`src/rtl/color_toggle_game_pkg.sv`:
```
`default_nettype none
// +--------------------------------------------------------------------+
// | color_game_pkg : shared state encoding and default board constants |
// | Rev 1.0                                                            |
// +--------------------------------------------------------------------+
package color_game_pkg;

   typedef enum logic [1:0] {
      ST_LOAD  = 2'd0,
      ST_PLAY  = 2'd1,
      ST_CHECK = 2'd2,
      ST_WIN   = 2'd3
   } state_t;

   localparam logic [2:0]  DEF_COLOR_TARGET = 3'b010;
   localparam logic [23:0] DEF_INIT_COLORS  =
      {3'b111, 3'b011, 3'b110, 3'b011, 3'b110, 3'b001, 3'b001, 3'b111};

endpackage
`default_nettype wire

```
`src/rtl/color_toggle_game_sw_conditioner.sv`:
```
`default_nettype none
// +--------------------------------------------------------------------+
// | sw_conditioner : synchroniser, optional debounce, rising-edge press |
// | Debounce enabled by COLOR_GAME_DEBOUNCE_EN.  Rev 1.0               |
// +--------------------------------------------------------------------+
module sw_conditioner #(
   parameter int DB_CNT = 250_000
) (
   input  logic clk,
   input  logic rst,
   input  logic sw,
   output logic press
);

   logic sync1, sync2, level, level_d;

   always_ff @(posedge clk or posedge rst) begin
      if (rst) begin
         sync1 <= 1'b0;
         sync2 <= 1'b0;
      end else begin
         sync1 <= sw;
         sync2 <= sync1;
      end
   end

`ifdef COLOR_GAME_DEBOUNCE_EN
   localparam int CW = $clog2(DB_CNT + 1);
   logic [CW-1:0] db_cnt;

   // Level only moves after DB_CNT consecutive cycles of disagreement.
   always_ff @(posedge clk or posedge rst) begin
      if (rst) begin
         level  <= 1'b0;
         db_cnt <= '0;
      end else if (sync2 == level) begin
         db_cnt <= '0;
      end else if (db_cnt == CW'(DB_CNT)) begin
         level  <= sync2;
         db_cnt <= '0;
      end else begin
         db_cnt <= db_cnt + 1'b1;
      end
   end
`else
   always_ff @(posedge clk or posedge rst) begin
      if (rst) level <= 1'b0;
      else     level <= sync2;
   end
`endif

   always_ff @(posedge clk or posedge rst) begin
      if (rst) level_d <= 1'b0;
      else     level_d <= level;
   end

   assign press = level & ~level_d;

   generate
      if (DB_CNT < 1) begin : g_bad_db_cnt
         $error("sw_conditioner: DB_CNT must be at least 1");
      end
   endgenerate

endmodule
`default_nettype wire

```
`src/rtl/color_toggle_game.sv`:
```
`default_nettype none
// +--------------------------------------------------------------------+
// | color_toggle_game : N-square lights-out puzzle with win blink      |
// | Optional switch debounce via COLOR_GAME_DEBOUNCE_EN.  Rev 1.0      |
// +--------------------------------------------------------------------+
module color_toggle_game
   import color_game_pkg::*;
#(
   parameter int              N            = 8,
   parameter int              DW           = 3,
   parameter logic [N*DW-1:0] INIT_COLORS  = DEF_INIT_COLORS,
   parameter logic [DW-1:0]   COLOR_TARGET = DEF_COLOR_TARGET,
   parameter int              MOVES_W      = 8,
   parameter int              BLINK_CNT    = 25_000_000,
   parameter int              DB_CNT       = 250_000
) (
   input  logic                clk,
   input  logic                rst,
   input  logic [N-1:0]        sw,
   input  logic                new_game,
   output logic [N*DW-1:0]     colors,
   output logic [MOVES_W-1:0]  moves,
   output logic                won
);

   localparam int BW = (BLINK_CNT > 1) ? $clog2(BLINK_CNT) : 1;

   state_t               state, state_nxt;
   logic [N-1:0]         press, first_press, flip;
   logic [N*DW-1:0]      board, board_nxt;
   logic [MOVES_W-1:0]   moves_nxt;
   logic                 won_nxt, all_target, blank, blank_nxt;
   logic [BW-1:0]        blink_cnt, blink_cnt_nxt;

   generate
      for (genvar i = 0; i < N; i++) begin : g_sw
         sw_conditioner #(.DB_CNT(DB_CNT)) u_cond (
            .clk   (clk),
            .rst   (rst),
            .sw    (sw[i]),
            .press (press[i])
         );
      end
      if (N < 3) begin : g_bad_n
         $error("color_toggle_game: N must be at least 3");
      end
   endgenerate

   // Lowest pressed switch wins; flip it and its two ring neighbours.
   always_comb begin
      first_press = press & (~press + N'(1));
      flip        = first_press
                  | {first_press[N-2:0], first_press[N-1]}
                  | {first_press[0], first_press[N-1:1]};
      all_target  = 1'b1;
      for (int j = 0; j < N; j++) begin
         if (board[j*DW +: DW] != COLOR_TARGET) all_target = 1'b0;
      end
   end

   always_ff @(posedge clk or posedge rst) begin
      if (rst) state <= ST_LOAD;
      else     state <= state_nxt;
   end

   always_comb begin
      state_nxt = state;
      case (state)
         ST_LOAD:  state_nxt = ST_PLAY;
         ST_PLAY:  if (|press) state_nxt = ST_CHECK;
         ST_CHECK: state_nxt = all_target ? ST_WIN : ST_PLAY;
         ST_WIN:   state_nxt = ST_WIN;
         default:  state_nxt = ST_LOAD;
      endcase
      if (new_game) state_nxt = ST_LOAD;
   end

   always_comb begin
      board_nxt     = board;
      moves_nxt     = moves;
      won_nxt       = won;
      blink_cnt_nxt = '0;
      blank_nxt     = 1'b0;
      case (state)
         ST_LOAD: begin
            board_nxt = INIT_COLORS;
            moves_nxt = '0;
            won_nxt   = 1'b0;
         end
         ST_PLAY: begin
            if (!new_game && (|press)) begin
               for (int j = 0; j < N; j++) begin
                  if (flip[j]) board_nxt[j*DW +: DW] = ~board[j*DW +: DW];
               end
               if (moves != {MOVES_W{1'b1}}) moves_nxt = moves + 1'b1;
            end
         end
         ST_CHECK: if (all_target) won_nxt = 1'b1;
         default: ;
      endcase
      if (new_game) won_nxt = 1'b0;
      // Blink phase restarts on every entry to WIN, starting with the board shown.
      if (state == ST_WIN && state_nxt == ST_WIN) begin
         if (blink_cnt == BW'(BLINK_CNT - 1)) begin
            blank_nxt = ~blank;
         end else begin
            blink_cnt_nxt = blink_cnt + 1'b1;
            blank_nxt     = blank;
         end
      end
   end

   always_ff @(posedge clk or posedge rst) begin
      if (rst) begin
         board     <= INIT_COLORS;
         colors    <= INIT_COLORS;
         moves     <= '0;
         won       <= 1'b0;
         blink_cnt <= '0;
         blank     <= 1'b0;
      end else begin
         board     <= board_nxt;
         colors    <= blank_nxt ? '0 : board_nxt;
         moves     <= moves_nxt;
         won       <= won_nxt;
         blink_cnt <= blink_cnt_nxt;
         blank     <= blank_nxt;
      end
   end

endmodule
`default_nettype wire

```
`config.mk`:
```
export PLATFORM = sky130hd
export DESIGN_NAME = color_toggle_game
export DESIGN_NICKNAME = d
export VERILOG_FILES = /design/src/rtl/color_toggle_game_pkg.sv /design/src/rtl/color_toggle_game_sw_conditioner.sv /design/src/rtl/color_toggle_game.sv
export SDC_FILE = /design/constraint.sdc
export NUM_CORES = 1
export LEC_CHECK = 0
export ABC_CLOCK_PERIOD_IN_PS = 4300
export CAP_MARGIN = 30
export CORE_MARGIN = 8
export CORE_UTILIZATION = 35
export DETAILED_ROUTE_END_ITERATION = 7
export GPL_TIMING_DRIVEN = 1
export SETUP_SLACK_MARGIN = 0.4
export SYNTH_ARGS = -nofsm -noshare
export SYNTH_HDL_FRONTEND = slang
export SYNTH_SLANG_ARGS = --single-unit
```
`constraint.sdc`:
```
create_clock -name clk -period 4.3 [get_ports clk]
set_clock_uncertainty 0.15 [all_clocks]
set_input_delay 0.86 -clock clk [delete_from_list [all_inputs] [get_ports clk]]
set_output_delay 0.86 -clock clk [all_outputs]
set_load 0.005 [all_outputs]
```
# == Word level (Yosys, flattened, before mapping) ==
# Cells that the tools add are included.
# totals
reg_bits,117
latch_bits,0
mem_bits_rw,0
rom_bits,0
in_bits,11
out_inout_bits,33
n_memories,0
# op_classes
addsub,3
n_mul,0
div_mod_pow,0
magnitude_cmp,0
n_eq_ne,17
shifts,0
n_mux,33
n_bitwise,29
n_reduce_logical,9
# op_table
cell,n
2-to-1 mux 25 bit,2
2-to-1 mux 24 bit,2
one-hot mux 24 bit (2 select lines),1
adder 25 x 1 -> 25 bit (second input constant),1
== test 25 bit (second input constant),1
2-to-1 mux 3 bit,8
!= test 3 x 2 -> 1 bit (second input constant),8
inverter 3 bit,8
adder 8 x 1 -> 8 bit (second input constant),2
2-to-1 mux 8 bit,2
OR 8 bit,2
one-hot mux 8 bit (2 select lines),1
2-to-1 mux 1 bit,12
inverter 1 bit,9
AND 1 bit,8
AND 8 bit,1
!= test 8 bit (second input constant),1
inverter 8 bit,1
one-hot mux 2 bit (4 select lines),1
OR reduction 8 bit,1
== test 2 bit (second input constant),3
2-to-1 mux 2 bit,3
!= test 2 bit (second input constant),2
!= test 3 bit (second input constant),1
9 further kinds,10

# == Depth between registers and ports, before layout ==
# Gate-level depths: netlist of the first run.
# logic_depth
word_depth,16
mapped_depth,8

# == Modules after synthesis ==
# Synthesis of the first run repeated with hierarchy kept, for this count alone.
# hier_totals
cells_unflattened,402
area_unflattened_um2,4710.8
# modules_own_cells
mod,n_inst,cells_per_inst,area_each_um2
color_toggle_game,1,354,3769.9
sw_conditioner,8,6,117.6

# == Worst setup path before layout of the first run ==
# Ideal clock, no wire load.
# synth_timing
kind,input to register
start,input port new_game
end,register moves[7]
t_arrival_ns,2.142
required_ns,4.071
setup_slack_ns,1.928
cell_stages,6
n_path_buf,1
path_cell_list,nor2_1 > o21ai_0 > a31o_2 > clkbuf_1 > nor4_1 > mux2i_1
# synth_via
elab_chain_len,4
# synth_rtl
element,line_no,text
from (decl),color_toggle_game.sv:20,"input logic new_game,"
zero test 1 bit,color_toggle_game.sv:91,if (!new_game && (|press)) begin
logical AND 1 bit,color_toggle_game.sv:91,
!= test 2 bit (no line),n/a,
AND reduction 3 bit (no line),n/a,
to (signal assigned),color_toggle_game.sv:124,moves <= moves_nxt;
to (decl),color_toggle_game.sv:22,"output logic [MOVES_W-1:0] moves,"
# Every way passes these cells.
# A chain may end at the register's enable or synchronous reset.

# == Final worst setup path of the first run ==
# layout_timing
start,input port new_game
end,register colors[21]
# layout_via
elab_chain_len,5
# layout_rtl
element,line_no,text
2-to-1 mux 2 bit or zero test 1 bit (tied branches),"color_toggle_game.sv:75, color_toggle_game.sv:91",
== test 2 bit or logical AND 1 bit (tied branches),"color_toggle_game.sv:103, color_toggle_game.sv:91",
logical AND 1 bit or 2-to-1 mux 24 bit (tied branches),"color_toggle_game.sv:103, color_toggle_game.sv:91",
2-to-1 mux 1 bit or one-hot mux 24 bit (2 select lines) (tied branches),"color_toggle_game.sv:103, color_toggle_game.sv:84",
2-to-1 mux 24 bit *,color_toggle_game.sv:123,colors <= blank_nxt ? '0 : board_nxt;
to (signal assigned),color_toggle_game.sv:123,
to (decl),color_toggle_game.sv:21,"output logic [N*DW-1:0] colors,"
# Mark *: on every way between the ends. The rest lies on a longest branch, timed or not.

==> impl_metrics.tcl, run 1 <==
set metrics [dict create \
    utilization 0.451 \
    finalSetupViolations 0 \
    synthesis.nets 404 \
    synth_enable_flop_cells 0 \
    p_per_area_mw_per_mm2 498 \
    drt_iter0_drc 208 \
    worst-endpoint-required_ps 4470 \
    worstMarginPinSlew_ps 806 \
    cts.clk_slew.worst_paths_ps 50 \
    core-area_mm2 0.0131 \
    layout.nets 456 \
    first_pass_grt_wire_length_mm 15.4 \
    synth.avg_cell_area_um2 11.8 \
    tritoncts "yes" \
    via_per_inst 4.73 \
    die_area_mm2 0.0171 \
    post-cts-setup-buffer-count 0 \
    p_leak_nw 2.33 \
    yosysUniqueCellTypes 48 \
    i_o_pins 44 \
    total_non_filler_cell_area_in_the_finished_layout_mm2 0.00590 \
    port_buffers 43 \
    first_global_vias 3046 \
    worstSkewPairLatency_ps 400 \
    drt_pass1_iterations 4 \
    timing.fmax_ghz 0.361 \
    cts_buffers 17 \
    syn_area_mm2 0.00462 \
    num_antenna_cells 0 \
    drtAntennaViolNets 0 \
    floorplan.initialDensity 0.353 \
    remaining_drc_errors 0 \
    place_hpwl_mm 6.06 \
    cts_max_level 4 \
    fp.dieH_um 131 \
    post-route-period-util 0.645 \
    slowest_stage "o32ai_1" \
    seq_area_frac_synth 0.643 \
    critical-path-max-stage-delay_ps 690 \
    synthesis.yosys.warnings 0 \
    routed-via-count 2992 \
    min_path_cells 0 \
    maximum_number_of_pins_on_one_net_before_global_route_repair 118 \
    slew-limit-headroom 0.461 \
    worstSetupPathType "primary input to flip-flop" \
    crit_path_start_kind "primary input" \
    ys_async_sr_fraction 1.00 \
    maximum_buffer_depth_of_the_clock_tree 2 \
    hold_path.class "flip-flop to flip-flop" \
    final_period_minus_worst_setup_slack_ps 2770 \
    maxSlewViolCount 0 \
    cts_resized 0 \
    worstHoldEndpoint "g_sw[7].u_cond.level$_DFF_PP0_" \
    reg2reg_slack_ps 1560 \
    critPathCaptureType "flip-flop" \
    maxCapViolations 0 \
    reg2regPathDepth 6 \
    outcome "complete, no violations" \
    hold-worst-slack_ps 195 \
    totalNegativeSetupSlack_ps 0 \
    ys_ff_latch 117 \
    gate_count_of_the_mapped_netlist 391 \
    die_x_um 131 \
    antenna_found_initial 0 \
    worstHoldStart "g_sw[7].u_cond.sync2$_DFF_PP0_" \
    rsz0062_at_grt "false" \
    yosys_most_used_dff "dfrtp_1" \
    vdd_ir_drop_max_v 0.000366 \
    worst_r2r_startpoint "blink_cnt[0]$_DFF_PP0_" \
    area_overhead_vs_synth_pct 27.7 \
    global_route.overflow_total 0 \
    r2r-end "colors[7]$_DFF_PP0_" \
    wl_per_cell_um 14.2 \
    critical_path.cell_chain "clkdlybuf4s50_1, nor2_1, nand2_1, o32ai_1, xnor2_1, a21oi_1" \
    globalRouteTotalUtil 0.118 \
    postCtsHoldBufs 0 \
    drive_above_1_share 0.186 \
    worst-endpoint-arrival_ps 2940 \
    routabilityCongestion 0.745 \
    std_cell_rows 42 \
    ctsRootBufferMaster "clkbuf_16" \
    critPathMaxFanout 6 \
    clkSinkCount 117 \
    drt_wl_total_mm 8.99 \
    final-hold-violation-count 0 \
    fin_total_pwr_w 0.00293 \
    dpl_cell_area_mm2 0.00524 \
]
synthesized netlist by cell type, drive strengths merged, types with 2 or more instances:
| master | number | area (um2) |
|---|---|---|
| a211oi | 2 | 15.0 |
| a21oi | 23 | 138 |
| a31o | 2 | 17.5 |
| a31oi | 3 | 18.8 |
| and2 | 2 | 12.5 |
| and3 | 6 | 38.8 |
| and4 | 2 | 17.5 |
| buf | 5 | 35.0 |
| clkbuf | 9 | 33.8 |
| dfrtp | 85 | 2130 |
| dfstp | 32 | 841 |
| ha | 2 | 25.0 |
| inv | 6 | 22.5 |
| mux2i | 2 | 20.0 |
| nand2 | 32 | 120 |
| nand2b | 9 | 56.3 |
| nand3 | 19 | 100 |
| nand3b | 2 | 15.0 |
| nand4 | 12 | 75.1 |
| nor2 | 46 | 173 |
| nor3 | 11 | 65.1 |
| nor4 | 6 | 37.5 |
| nor4b | 3 | 26.3 |
| o21ai | 3 | 15.0 |
| o22ai | 2 | 12.5 |
| or2 | 3 | 18.8 |
| or3 | 2 | 17.5 |
| or4 | 4 | 35.0 |
| xnor2 | 29 | 254 |
| xor2 | 19 | 166 |
area by class of cell:
cell class / instances / area, um2
timing repair buffer: 47 / 468
tap: 176 / 220
inverter: 6 / 26.3
clock inverter: 15 / 230
multi-input combinational: 254 / 1560
sequential: 117 / 2970
clock buffer: 17 / 425
fill: 1169 / 7190
critical path, delay by kind of cell:
kind / cells / cell delay [ps]
and+or+nand+nor: 2 / 470
buffers and inverters: 1 / 510
xor gates and xnor gates: 1 / 180
AOI/OAI and AO/OA: 2 / 920
where the power goes:
part           internal (W)  total, W  switching [W]
logic             0.0000904  0.000201       0.000110
clock network       0.00103   0.00153       0.000500
registers           0.00117   0.00120      0.0000292
total               0.00230   0.00293       0.000639
state kept, by name, summed over array words and instances (netlist names):
signal               cells
state                    2
g_sw.u_cond.level_d      8
g_sw.u_cond.sync1        8
blink_cnt               25
board                   24
g_sw.u_cond.sync2        8
colors                  24
g_sw.u_cond.level        8
blank                    1
moves                    8
won                      1
placed cells by master, fill, tap and decap left out, types with 12 or more instances in the layout:
cell type / Yosys / layout
dfrtp_1: 85 / 85
nor2_1: 46 / 46
clkdlybuf4s50_1: 0 / 43
nand2_1: 32 / 32
dfstp_2: 32 / 32
xnor2_1: 29 / 29
a21oi_1: 19 / 19
xor2_1: 19 / 19
nand3_1: 18 / 18
clkbuf_16: 0 / 17
nand4_1: 12 / 12
per-layer routing:
layer  up-vias  wire (um)  track usage
li1       1448          -            -
met1      1481       4060        0.148
met2        56       4390        0.181
met3         7        441       0.0438
met4         0         94       0.0486
met5         -          0            0
stage by stage:
| stage | setup slack (ps) | std cells |
|---|---|---|
| finish | 1530 | 632 |
| floorplan | 1890 | 391 |
| global placement | 1190 | 598 |
| detailed placement | 1090 | 600 |
| global route | 1370 | 632 |
| CTS | 1510 | 632 |
cells by family (layout without fill, tap and decap cells):
kind of cell | Yosys count | in the layout | share of synthesized area
and+or+nand+nor | 161 | 161 | 0.179
DFF | 117 | 117 | 0.643
xor gates and xnor gates | 48 | 48 | 0.0911
AOI/OAI and AO/OA | 41 | 41 | 0.0580
buffers and inverters | 20 | 85 | 0.0198
adders and majority gates | 2 | 2 | 0.00542
muxes | 2 | 2 | 0.00434
worst max-delay path by stage:
stage,startpoint,endpoint,slack (ps),depth (start not counted)
CTS,new_game,colors[21]$_DFF_PP1_,1510,6
detailed placement,new_game,colors[21]$_DFF_PP1_,1090,6
global route,blink_cnt[0]$_DFF_PP0_,colors[7]$_DFF_PP0_,1370,6
global placement,new_game,colors[21]$_DFF_PP1_,1190,6
floorplan,rst,blank$_DFF_PP0_,1890,1
finish,new_game,colors[21]$_DFF_PP1_,1530,6
No activity file was read; power rests on OpenSTA's default activity.
==> inputs of run 2 (changes only) <==
--- a/config.mk
+++ b/config.mk
@@ -5,7 +5,7 @@
 export SDC_FILE = /design/constraint.sdc
 export NUM_CORES = 1
 export LEC_CHECK = 0
-export ABC_CLOCK_PERIOD_IN_PS = 4300
+export ABC_CLOCK_PERIOD_IN_PS = 2300
 export CAP_MARGIN = 30
 export CORE_MARGIN = 8
 export CORE_UTILIZATION = 35
==> constraint.sdc (replaced) <==
create_clock -name clk -period 2.3 [get_ports clk]
set_clock_uncertainty 0.15 [all_clocks]
set_input_delay 0.46 -clock clk [delete_from_list [all_inputs] [get_ports clk]]
set_output_delay 0.46 -clock clk [all_outputs]
set_load 0.005 [all_outputs]
==> run 2 against run 1 <==
Net effect:
- die area unchanged
- final cell count up 7.4%
- worst setup slack worse by 1500 ps
- combinational power up 120%
- clock-buffer cell count up 4
- final area up 11%
- largest cell class unchanged
- sequential share of layout area down 4.9 points
- sequential power up 88%
- largest power group unchanged
- critical endpoint is now colors[8]$_DFF_PP0_
==> impl_metrics.tcl, run 2 (same netlist as run 1, synthesis figures left out) <==
set metrics [dict create \
    dpl_cell_area_mm2 0.00548 \
    post-place-ws_ps 22.7 \
    rsz0062_at_grt "true" \
    worstSetupPathType "flip-flop to flip-flop" \
    timing.fmax_ghz 0.437 \
    die_x_um 131 \
    power.share.sequential 0.423 \
    global_route.overflow_total 0 \
    internal_power_w 0.00413 \
    first_pass_grt_wire_length_mm 16.3 \
    pwr-share-comb 0.083 \
    p_leak_nw 2.67 \
    first_global_vias 3256 \
    post-route-period-util 0.995 \
    floorplan.initialDensity 0.353 \
    final_period_minus_worst_setup_slack_ps 2290 \
    finalSetupViolations 0 \
    maximum_buffer_depth_of_the_clock_tree 2 \
    finalWorstSetupSlack_ps 12.3 \
    num_antenna_cells 0 \
    final-hold-violation-count 0 \
    largest_reg_flops 25 \
    cts.clk_slew.worst_paths_ps 50 \
    timing.critical_path.max_delay_family "simple AND/OR/NAND/NOR gates" \
    tritoncts "yes" \
    mostFrequentLayoutCells "dfrtp_1, buf_4, dfstp_2" \
    maximum_number_of_pins_on_one_net_before_global_route_repair 118 \
    cts_max_level 4 \
    drt_iter0_drc 241 \
    ctsRootBufferMaster "clkbuf_16" \
    drive_above_1_share 0.362 \
    critical_path.cell_chain "ha_2, nand2_2, or3_4, or4_4, a21oi_4, buf_12, clkbuf_16, nor3_2" \
    drt_pass1_iterations 4 \
    place_hpwl_mm 6.06 \
    critical-path-max-stage-delay_ps 530 \
    maxCapViolations 0 \
    via_per_inst 4.78 \
    worst-endpoint-arrival_ps 2430 \
    globalRouteTotalUtil 0.123 \
    p_per_area_mw_per_mm2 813 \
    routed-via-count 3243 \
    vdd_ir_drop_max_v 0.000611 \
    die_area_mm2 0.0171 \
    worst-endpoint-required_ps 2440 \
    postCtsHoldBufs 0 \
    drt_wl_total_mm 10.0 \
    power.clock.fraction 0.494 \
    timing.critical_path.buf_inv 2 \
    critPathMaxFanout 6 \
    slowest_stage "or4_4" \
    area_overhead_vs_synth_pct 41.4 \
    slew-limit-headroom 0.580 \
    mostFrequentLayoutCell "dfrtp_1" \
    regMostFlops "blink_cnt" \
    outcome "complete, no violations" \
    hold_path.class "flip-flop to flip-flop" \
    critPathCaptureType "flip-flop" \
    worstSkewPairLatency_ps 410 \
    worstMarginPinSlew_ps 630 \
    port_buffers 43 \
    core-area_mm2 0.0131 \
    drtAntennaViolNets 0 \
    fp.dieH_um 131 \
    wl_per_cell_um 14.7 \
    remaining_drc_errors 0 \
    clkSinkCount 117 \
    std_cell_rows 42 \
    routabilityCongestion 0.812 \
    maxSlewViolCount 0 \
    utilization 0.499 \
    crit_path_start_kind "flip-flop" \
    biggestRegsByFlops "blink_cnt: 25 flops, board: 24 flops, colors: 24 flops" \
    layout.nets 503 \
    i_o_pins 44 \
    switchingPower_w 0.00118 \
    cts_buffers 17 \
    total_non_filler_cell_area_in_the_finished_layout_mm2 0.00653 \
    power.share.switching 0.221 \
    antenna_found_initial 0 \
]
## run 2: final cells by class
| class | instances | area [um2] |
|---|---|---|
| timing repair buffer | 90 | 835 |
| clock buffer | 21 | 460 |
| clock inverter | 11 | 131 |
| sequential | 117 | 2970 |
| inverter | 6 | 26.3 |
| multi-input combinational | 258 | 1890 |
| tap | 176 | 220 |
| fill | 1127 | 6560 |
## run 2: worst register-to-register path: stages (launching register included)
cell and delay [ps]:
dfrtp_1 360, ha_2 200, nand2_2 60, or3_4 370, or4_4 530, a21oi_4 180, buf_12 140, clkbuf_16 140
nor3_2 40
## run 2: routing by layer
| layer | GRT usage | wire length, um | vias to the layer above |
|---|---|---|---|
| met1 | 0.156 | 4580 | 1619 |
| li1 | - | - | 1543 |
| met4 | 0.0648 | 127 | 0 |
| met3 | 0.0361 | 439 | 14 |
| met2 | 0.187 | 4850 | 67 |
| met5 | 0 | 0 | - |
## run 2: timing repair
item	CTS	global route
gates cloned	4	3
pin swaps	5	4
endpoints found under the setup margin	81	63
setup buffers	12	6
gates resized for setup	36	51
## run 2: stage by stage
step / instances / TNS (ps) / power, W / hold slack [ps]
2_1_floorplan: 391 / 0 / 0.00251 / 181
3_3_place_gp: 622 / 0 / 0.00269 / 183
3_5_place_dp: 622 / 0 / 0.00270 / 185
4_1_cts: 670 / 0 / 0.00533 / 195
5_1_grt: 679 / -705 / 0.00551 / 202
6_report: 679 / 0 / 0.00531 / 193
## run 2: worst paths after layout
path	startpoint	end	slack (ps)	cells after the start
max	blink_cnt[0]$_DFF_PP0_	colors[8]$_DFF_PP0_	10	8
min	g_sw[2].u_cond.sync2$_DFF_PP0_	g_sw[2].u_cond.level$_DFF_PP0_	190	0
max reg2reg	blink_cnt[0]$_DFF_PP0_	colors[8]$_DFF_PP0_	10	8
min reg2reg	g_sw[2].u_cond.sync2$_DFF_PP0_	g_sw[2].u_cond.level$_DFF_PP0_	190	0
max in group asynchronous	rst	blink_cnt[17]$_DFF_PP0_	1080	3
min in group asynchronous	rst	g_sw[0].u_cond.sync2$_DFF_PP0_	430	3
## run 2: power by group through the flow
stage | Combinational, W | Sequential [W] | Clock [W]
final | 0.000439 | 0.00225 | 0.00262
after global routing | 0.000485 | 0.00226 | 0.00277
after CTS | 0.000410 | 0.00225 | 0.00268
after floorplan | 0.000243 | 0.00227 | 0
after detailed placement | 0.000417 | 0.00228 | 0
after global placement | 0.000411 | 0.00228 | 0
==> inputs of run 3 (changes only) <==
--- a/config.mk
+++ b/config.mk
@@ -7,7 +7,7 @@
 export LEC_CHECK = 0
 export ABC_CLOCK_PERIOD_IN_PS = 2300
 export CAP_MARGIN = 30
-export CORE_MARGIN = 8
+export CORE_MARGIN = 3
 export CORE_UTILIZATION = 35
 export DETAILED_ROUTE_END_ITERATION = 7
 export GPL_TIMING_DRIVEN = 1
==> run 3 against run 2 <==
Net effect:
- global-route usage rose by 1.2 points
- maximum frequency rose by 3.1%
- power rose by 1.2%
- utilization fell by 0.65 points
- sequential share of layout area grew 1.7 points
- sequential power about the same
- first-iteration DRC count is 40% lower
- routed wire length fell by 7.9%
- worst setup slack improved by 69 ps
- non-clock buffer count shrank 10
- flip-flop and latch count unchanged
- critical path depth fell by 1
- critical endpoint is now colors[5]$_DFF_PP0_
- highest routed layer unchanged
==> impl_metrics.tcl, run 3 (same netlist as run 1, synthesis figures left out) <==
set metrics [dict create \
    critical_path.cell_chain "ha_2, nand2_2, or3_4, or4_4, a21oi_4, buf_12, nor3_1" \
    maxCapViolations 0 \
    timing.fmax_ghz 0.451 \
    core-area_mm2 0.0128 \
    p_per_area_mw_per_mm2 854 \
    floorplan.initialDensity 0.361 \
    hold-worst-slack_ps 196 \
    worstHoldStart "g_sw[7].u_cond.sync2$_DFF_PP0_" \
    fp.dieH_um 121 \
    dpl_cell_area_mm2 0.00549 \
    remaining_drc_errors 0 \
    port_buffers 43 \
    timing.critical_path.max_delay_family "simple AND/OR/NAND/NOR gates" \
    die_area_mm2 0.0146 \
    multi_input_comb_area_mm2 0.00173 \
    routed-via-count 3143 \
    cts.clk_slew.worst_paths_ps 50 \
    place_hpwl_mm 6.02 \
    hold_path.class "flip-flop to flip-flop" \
    finalSetupViolations 0 \
    via_per_inst 4.73 \
    worstMarginPinSlew_ps 671 \
    drt_pass1_iterations 4 \
    globalRouteTotalUtil 0.135 \
    drive_above_1_share 0.303 \
    cts_max_level 4 \
    crit_path_start_kind "flip-flop" \
    p_leak_nw 2.62 \
    final-hold-violation-count 0 \
    crit_start "blink_cnt[1]$_DFF_PP0_" \
    routabilityCongestion 0.792 \
    post-route-period-util 0.964 \
    cts_buffers 17 \
    slowest_stage "or4_4" \
    std_cell_rows 41 \
    timing.critical_path.buf_inv 1 \
    tritoncts "yes" \
    worst_r2r_startpoint "blink_cnt[1]$_DFF_PP0_" \
    critical-path-max-stage-delay_ps 530 \
    ctsRootBufferMaster "clkbuf_16" \
    global_route.overflow_total 0 \
    worst-endpoint-arrival_ps 2360 \
    wl_per_cell_um 13.9 \
    antenna_found_initial 0 \
    first_pass_grt_wire_length_mm 15.3 \
    rsz0062_at_grt "true" \
    critPathCaptureType "flip-flop" \
    vdd_ir_drop_max_v 0.000488 \
    slew-limit-headroom 0.553 \
    regMostFlops "blink_cnt" \
    drt_iter0_drc 144 \
    final_period_minus_worst_setup_slack_ps 2220 \
    die_x_um 121 \
    num_antenna_cells 0 \
    largest_reg_flops 25 \
    worstSetupPathType "flip-flop to flip-flop" \
    final.fill_count 1120 \
    totalNegativeSetupSlack_ps 0 \
    total_non_filler_cell_area_in_the_finished_layout_mm2 0.00629 \
    critPathMaxFanout 20 \
    worst-endpoint-required_ps 2440 \
    i_o_pins 44 \
    mostFrequentLayoutCells "dfrtp_1, nor2_1, buf_4" \
    area_overhead_vs_synth_pct 36.2 \
    maximum_buffer_depth_of_the_clock_tree 2 \
    worstSkewPairLatency_ps 410 \
    mostFrequentLayoutCell "dfrtp_1" \
    clkSinkCount 117 \
    drt_wl_total_mm 9.20 \
    maximum_number_of_pins_on_one_net_before_global_route_repair 42 \
    first_global_vias 3100 \
    drtAntennaViolNets 0 \
    outcome "complete, no violations" \
    biggestRegsByFlops "blink_cnt: 25 flops, board: 24 flops, colors: 24 flops" \
    layout.nets 492 \
    maxSlewViolCount 0 \
    area.sequential_mm2 0.00297 \
]
-- run 3: changes by cell type in the layout (fill, tap and decap cells not counted), moves of 3 or more --
| cell | before | now |
|---|---|---|
| nor2_1 | 26 | 45 |
| nor2_2 | 15 | 0 |
| buf_4 | 40 | 34 |
| a21oi_4 | 5 | 1 |
| clkinv_2 | 6 | 2 |
| clkinv_4 | 0 | 4 |
| dlygate4sd2_1 | 25 | 21 |
| dlymetal6s2s_1 | 1 | 5 |
| nor2_4 | 5 | 1 |
| inv_6 | 0 | 3 |
-- run 3: path summary, 6_finish.rpt --
kind | endpoint | slack [ps] | cells after the start
worst max-delay path | colors[5]$_DFF_PP0_ | 80 | 7
worst min-delay path | g_sw[7].u_cond.level$_DFF_PP0_ | 200 | 0
worst min register to register | g_sw[7].u_cond.level$_DFF_PP0_ | 200 | 0
worst max register to register | colors[5]$_DFF_PP0_ | 80 | 7
min in group asynchronous | g_sw[2].u_cond.sync1$_DFF_PP0_ | 230 | 2
max in group asynchronous | colors[18]$_DFF_PP1_ | 1190 | 3
-- run 3: cell type report --
type / count / area share
clock buffer: 18 / 0.0698
clock inverter: 14 / 0.0280
inverter: 6 / 0.00418
multi-input combinational: 257 / 0.275
sequential: 117 / 0.472
tap: 172 / 0.0342
timing repair buffer: 80 / 0.116
-- run 3: report_power, final --
group	internal [W]	switching, W	leakage (nW)	total (W)
Combinational	0.000194	0.000223	0.888	0.000417
Sequential	0.00219	0.0000581	1.44	0.00225
Clock	0.00174	0.000962	0.297	0.00270
-- run 3: worst register-to-register path, delay by kind of cell (launching register included) --
family	cells	cell delay, ps
and+or+nand+nor	4	1050
DFF	1	350
adders and majority gates	1	190
buffers and inverters	1	190
AOI/OAI and AO/OA	1	170
-- run 3: per-stage QoR --
step	utilization	power (W)	setup slack [ps]	std cells
floorplan	-	0.00251	34.8	391
CTS	0.484	0.00542	72.3	660
global placement	0.430	0.00269	66.4	618
detailed placement	0.430	0.00270	26.7	618
finish	0.492	0.00537	81.7	664
global route	0.492	0.00559	8.23	664
-- run 3: repair_timing --
item	CTS	global route
gates resized for setup	29	21
endpoints found under the setup margin	81	67
hold buffers	0	0
buffers inserted	9	2
pin swaps	0	2
gates cloned	1	2
-- run 3: layer usage --
| metal | share of wire | wire length (um) | track usage |
|---|---|---|---|
| met1 | 0.46 | 4240 | 0.168 |
| met5 | 0 | 0 | 0 |
| met2 | 0.48 | 4420 | 0.213 |
| met3 | 0.038 | 351 | 0.0429 |
| met4 | 0.021 | 193 | 0.0637 |
